## config.mk

```make
export PLATFORM = sky130hd
export DESIGN_NAME = rr_arb_n
export DESIGN_NICKNAME = d
export VERILOG_FILES = /design/src/rtl/rr_arb_n.sv
export SDC_FILE = /design/constraint.sdc
export NUM_CORES = 1
export LEC_CHECK = 0
export CAP_MARGIN = 30
export CELL_PAD_IN_SITES_DETAIL_PLACEMENT = 0
export CELL_PAD_IN_SITES_GLOBAL_PLACEMENT = 1
export CORE_MARGIN = 5
export CORE_UTILIZATION = 46
export CTS_BUF_LIST = sky130_fd_sc_hd__clkbuf_4 sky130_fd_sc_hd__clkbuf_8
export DETAILED_ROUTE_END_ITERATION = 16
export HOLD_SLACK_MARGIN = 0.06
export MAX_ROUTING_LAYER = met4
export PLACE_DENSITY = 0.93
export SLEW_MARGIN = 20
export SYNTH_ARGS = -nofsm -noshare
export SYNTH_HDL_FRONTEND = slang
export SYNTH_SLANG_ARGS = --single-unit
```

## constraint.sdc

```tcl
create_clock -name clk -period 2.4 [get_ports clk]
set_input_delay 0.48 -clock clk [delete_from_list [all_inputs] [get_ports clk]]
set_output_delay 0.48 -clock clk [all_outputs]
set_load 0.05 [all_outputs]
```

## src/rtl/rr_arb_n.sv

```systemverilog
// rr_arb_n: N-channel round-robin arbiter with grant hold,
// hold-time limit and starvation masking.
//
// Ports:
//   clk      rising-edge clock
//   rst      synchronous reset, active-low
//   req      per-channel request
//   ack      registered one-hot grant (zero when idle)
//   ack_vld  registered, equals |ack
//   ack_id   registered index of the granted channel (0 when idle)
//   expire   one-cycle pulse: holder forced off by the MAXHOLD limit
module rr_arb_n #(
   parameter int N       = 4,
   parameter int MAXHOLD = 16,
   parameter int IDXW    = $clog2(N),
   parameter int CNTW    = (MAXHOLD == 0) ? 1 : $clog2(MAXHOLD + 1)
) (
   input  logic            clk,
   input  logic            rst,
   input  logic [N-1:0]    req,
   output logic [N-1:0]    ack,
   output logic            ack_vld,
   output logic [IDXW-1:0] ack_id,
   output logic            expire
);

   typedef enum logic {
      IDLE  = 1'b0,
      GRANT = 1'b1
   } state_t;

   localparam logic [IDXW-1:0] LAST = IDXW'(N - 1);
   localparam logic [CNTW-1:0] HMAX = CNTW'(MAXHOLD);

   state_t            r_state;
   logic [IDXW-1:0]   r_pri;
   logic [IDXW-1:0]   r_holder;
   logic [CNTW-1:0]   r_hcnt;
   logic [N-1:0]      r_mask;
   logic [N-1:0]      r_ack;
   logic              r_vld;
   logic [IDXW-1:0]   r_ack_id;
   logic              r_expire;

   state_t            w_state;
   logic [IDXW-1:0]   w_pri;
   logic [IDXW-1:0]   w_holder;
   logic [CNTW-1:0]   w_hcnt;
   logic [N-1:0]      w_mask;
   logic [N-1:0]      w_ack;
   logic              w_vld;
   logic [IDXW-1:0]   w_ack_id;
   logic              w_expire;

   logic [N-1:0]      w_elig;
   logic [IDXW-1:0]   w_pick;
   logic              w_found;
   logic [IDXW-1:0]   w_nxt_pri;
   logic              w_rel;
   logic              w_lim;

   // Circular first-set scan starting at the priority pointer.
   // Indices wrap at N, so pick never reaches N for odd widths.
   function automatic logic [IDXW:0] f_pick(
      input logic [N-1:0]    e,
      input logic [IDXW-1:0] p
   );
      logic [IDXW:0] res;
      int            j;
      res = '0;
      for (int i = 0; i < N; i++) begin
         j = int'(p) + i;
         if (j >= N)
            j = j - N;
         if (!res[IDXW] && e[j]) begin
            res = {1'b1, IDXW'(j)};
         end
      end
      return res;
   endfunction

   assign w_elig = req & ~r_mask;
   assign {w_found, w_pick} = f_pick(w_elig, r_pri);

   assign w_nxt_pri = (r_holder == LAST) ? '0
                    : r_holder + 1'b1;
   assign w_rel = ~req[r_holder];
   assign w_lim = (MAXHOLD != 0) && (r_hcnt == HMAX);

   always_comb begin
      w_state  = r_state;
      w_pri    = r_pri;
      w_holder = r_holder;
      w_hcnt   = r_hcnt;
      w_ack    = r_ack;
      w_vld    = r_vld;
      w_ack_id = r_ack_id;
      w_expire = 1'b0;
      // Mask bits clear once their request is seen low;
      // a set on the same edge wins via the OR below.
      w_mask   = r_mask & req;
      unique case (r_state)
         IDLE: begin
            w_ack    = '0;
            w_vld    = 1'b0;
            w_ack_id = '0;
            if (w_found) begin
               w_state  = GRANT;
               w_holder = w_pick;
               w_ack    = N'(1) << w_pick;
               w_vld    = 1'b1;
               w_ack_id = w_pick;
               if (MAXHOLD != 0)
                  w_hcnt = CNTW'(1);
            end
         end
         GRANT: begin
            if (w_rel) begin
               w_state  = IDLE;
               w_pri    = w_nxt_pri;
               w_ack    = '0;
               w_vld    = 1'b0;
               w_ack_id = '0;
            end else if (w_lim) begin
               w_state  = IDLE;
               w_pri    = w_nxt_pri;
               w_ack    = '0;
               w_vld    = 1'b0;
               w_ack_id = '0;
               w_expire = 1'b1;
               w_mask   = w_mask
                        | (N'(1) << r_holder);
            end else if (MAXHOLD != 0) begin
               if (r_hcnt != HMAX)
                  w_hcnt = r_hcnt + 1'b1;
            end
         end
         default: begin
            w_state = IDLE;
         end
      endcase
   end

   always_ff @(posedge clk) begin
      if (!rst) begin
         r_state  <= IDLE;
         r_pri    <= '0;
         r_holder <= '0;
         r_hcnt   <= '0;
         r_mask   <= '0;
         r_ack    <= '0;
         r_vld    <= 1'b0;
         r_ack_id <= '0;
         r_expire <= 1'b0;
      end else begin
         r_state  <= w_state;
         r_pri    <= w_pri;
         r_holder <= w_holder;
         r_hcnt   <= w_hcnt;
         r_mask   <= w_mask;
         r_ack    <= w_ack;
         r_vld    <= w_vld;
         r_ack_id <= w_ack_id;
         r_expire <= w_expire;
      end
   end

   assign ack     = r_ack;
   assign ack_vld = r_vld;
   assign ack_id  = r_ack_id;
   assign expire  = r_expire;

endmodule
```

==> out/summary.txt <==
Class of the worst hold path -> flip-flop to flip-flop
Min Hold Slack -> 0.457 ns
Die H -> 57.7 µm
Power per cell area -> 669 mW/mm²
Seq pwr share -> 0.482
CTS Root Buffer Type -> sky130_fd_sc_hd__clkbuf_4
Comb power frac -> 0.182
Via density per instance -> 5.64
Maximum number of pins on one net before global-route repair -> 14
Minimum period implied by the final worst setup slack -> 1.96 ns
Cell area after placement -> 0.00120 mm²
Placeable Area -> 0.00219 mm²
Number of different library cells in the post-synthesis netlist -> 35
Flip-flop cell with the highest count after synthesis -> sky130_fd_sc_hd__dfxtp_1
Grt ovf -> 0
Post-route setup TNS -> 0 ns
Switching share of power -> 0.269
Port-buffer cells -> 13
GRT Total Usage -> 0.147
Internal power -> 613 µW
Post-CTS setup-driven buffer insertion count -> 0
Period utilization -> 0.818
Sum of routed wire length over all layers -> 2150 µm
Clock skew after layout -> 0.0108 ns
Layout net count -> 136
DRC violations left -> 0
Endpoints failing setup -> 0
Number of buffers and inverters on the critical path -> 1
Clk_lat worst skew -> 0.31 ns
Cell family with the largest share of critical-path delay -> buffers and inverters
Kind of end point of the critical path -> primary output
Final Instance Area -> 0.00125 mm²
Clk sink count -> 22
Run status -> finished clean
Slew at the pin with the worst max-slew slack -> 0.508 ns
CTS-repair resized insts -> 0
Portion of the post-synthesis area used by sequential elements -> 0.421
Worst-path clk slew -> 0.13 ns
Area share of the largest cell type after synthesis -> 0.421
EDFF count, synth -> 0
Number of placed cells counting well taps -> 147
Number of DRC markers in iteration 0 -> 38
Die Span X -> 57.7 µm
Register bit count reported by yosys -> 22
Number of hold-repair buffers added at the cts stage -> 0
Gpl congestion -> 0.849
Detailed Place HPWL -> 1610 µm
Number of nets with antenna violations after routing -> 0
Yosys warns -> 0
Most common cell in the netlist -> sky130_fd_sc_hd__dfxtp_1
Std cell rows -> 17
Mapped Cells -> 108
Starting utilization of the core area -> 0.477
Detailed Routing Iterations Pass 1 -> 4
Worst endpoint required time -> 1.92 ns
Final critical-path setup slack -> 0.436 ns
Final hold violation count -> 0
Leak -> 0.475 nW
Class of the most critical setup path -> flip-flop to primary output
Largest stage delay on the critical path -> 0.81 ns
Syn_area_per_cell -> 9.69 µm²
Count of inserted antenna diode cells -> 0
Max-capacitance violation count -> 0
Area grow syn2layout -> 19.7%
Maximum root-to-sink buffer count -> 2
Max FO, Critical Path -> 2
Clock share of power -> 0.336
First-pass GRT wire length -> 3770 µm
Area of the die -> 0.00333 mm²
Ordered cell list for the critical path -> clkdlybuf4s50_1
Proportion of register bits with asynchronous set or reset after synthesis -> 0
CTS tree -> done
Average wire per standard cell -> 14.2 µm
Via count of the first global-routing pass -> 843
Cell type with the largest total area after synthesis -> sky130_fd_sc_hd__dfxtp_1
Power dissipated by switching net loads -> 225 µW
Cts bufs inserted -> 3
H-tree level count -> 1
CP Launch Type -> flip-flop
Register-to-register path setup slack -> 0.73 ns
Number of standard cells in the layout, taps in and fillers out -> 151
Antenna violations before repair -> 0
Largest vdd supply drop -> 0.000380 V
Slew headroom -> 0.660
Placement Setup Slack -> 0.248 ns
Cell area after synthesis -> 0.00105 mm²
Post-Synthesis Net Count -> 120
Top area cells in the synthesized netlist -> sky130_fd_sc_hd__dfxtp_1 (42%), sky130_fd_sc_hd__ha_1 (7.2%), sky130_fd_sc_hd__a32o_1 (6.7%)
Slew Limit Fails -> 0
Final-layout fill cell count -> 202
Top cells by count, synth -> sky130_fd_sc_hd__dfxtp_1 (22), sky130_fd_sc_hd__nor2_1 (10), sky130_fd_sc_hd__nand2_1 (8)
Max frequency -> 509 MHz
Setup repair after global routing missed its margin -> no
Routed via count -> 851
Share of post-route cells with drive strength above 1 -> 0.0813
Count of pins on the block boundary -> 14
Crit path max-delay cell type -> sky130_fd_sc_hd__clkdlybuf4s50_1
Data arrival time of the critical path -> 1.48 ns
[metal layers]
layer  GRT usage  vias up  wire [µm]
met1       0.176      410        947
met2       0.240       14       1080
met3      0.0245        4         80
met5           -        -          0
li1            -      423          -
met4      0.0695        0         45
[per-stage QoR]
step / power, mW / utilization
after floorplan: 0.516 / -
after detailed placement: 0.565 / 0.548
after global placement: 0.562 / 0.548
final: 0.838 / 0.572
after CTS: 0.850 / 0.572
after global routing: 0.883 / 0.572
[power by group through the flow]
stage	combinational (mW)	clock, mW	sequential [mW]
finish	0.152	0.282	0.404
global route	0.167	0.308	0.408
CTS	0.153	0.292	0.404
detailed placement	0.152	0	0.413
global placement	0.150	0	0.412
floorplan	0.0792	0	0.437
[flip-flops by register name (all words and copies together), names as in the netlist]
register / count
r_hcnt: 5
ack: 4
r_mask: 4
ack_id: 2
r_holder: 2
r_pri: 2
ack_vld: 1
expire: 1
r_state: 1
[kinds of logic after synthesis]
group,count (synthesis),synth area share
compound gates,26,0.212
fa+ha+maj,6,0.0718
flops,22,0.421
simple gates,41,0.209
buf+inv,9,0.0395
mux,1,0.0215
xor+xnor,3,0.0251
[layout make-up]
type	instances	area [µm²]	share of cell area
Clock inverter	1	30.0	0.0240
Multi-Input combinational cell	77	564	0.451
Inverter	6	22.5	0.0180
Timing Repair Buffer	14	138	0.110
Clock buffer	3	22.5	0.0180
Sequential cell	22	440	0.352
Tap cell	28	35.0	0.0280
[cells in the final DEF, fill, tap and decap left out, types with 2 or more instances in the layout]
cell type / n
sky130_fd_sc_hd__a32o_1: 7
sky130_fd_sc_hd__xor2_1: 3
sky130_fd_sc_hd__ha_1: 6
sky130_fd_sc_hd__and3_1: 2
sky130_fd_sc_hd__clkbuf_4: 3
sky130_fd_sc_hd__nor2_1: 10
sky130_fd_sc_hd__nand3_1: 6
sky130_fd_sc_hd__nand2_1: 8
sky130_fd_sc_hd__dfxtp_1: 22
sky130_fd_sc_hd__o31ai_1: 2
sky130_fd_sc_hd__inv_1: 6
sky130_fd_sc_hd__clkdlybuf4s50_1: 13
sky130_fd_sc_hd__nor2b_1: 3
sky130_fd_sc_hd__nand2b_1: 5
sky130_fd_sc_hd__o21ai_0: 4
sky130_fd_sc_hd__a211oi_1: 2
[final timing paths]
kind         cells after the start                     end                     start
max                              1               ack_id[1]    ack_id[1]$_SDFFE_PN0P_
min                              2    ack_vld$_SDFFE_PN0P_      ack_vld$_SDFFE_PN0P_
max reg2reg                      4  r_hcnt[0]$_SDFFE_PN0P_  r_holder[0]$_SDFFE_PN0P_
min reg2reg                      2    ack_vld$_SDFFE_PN0P_      ack_vld$_SDFFE_PN0P_
No activity file was read; power rests on OpenSTA's default activity.
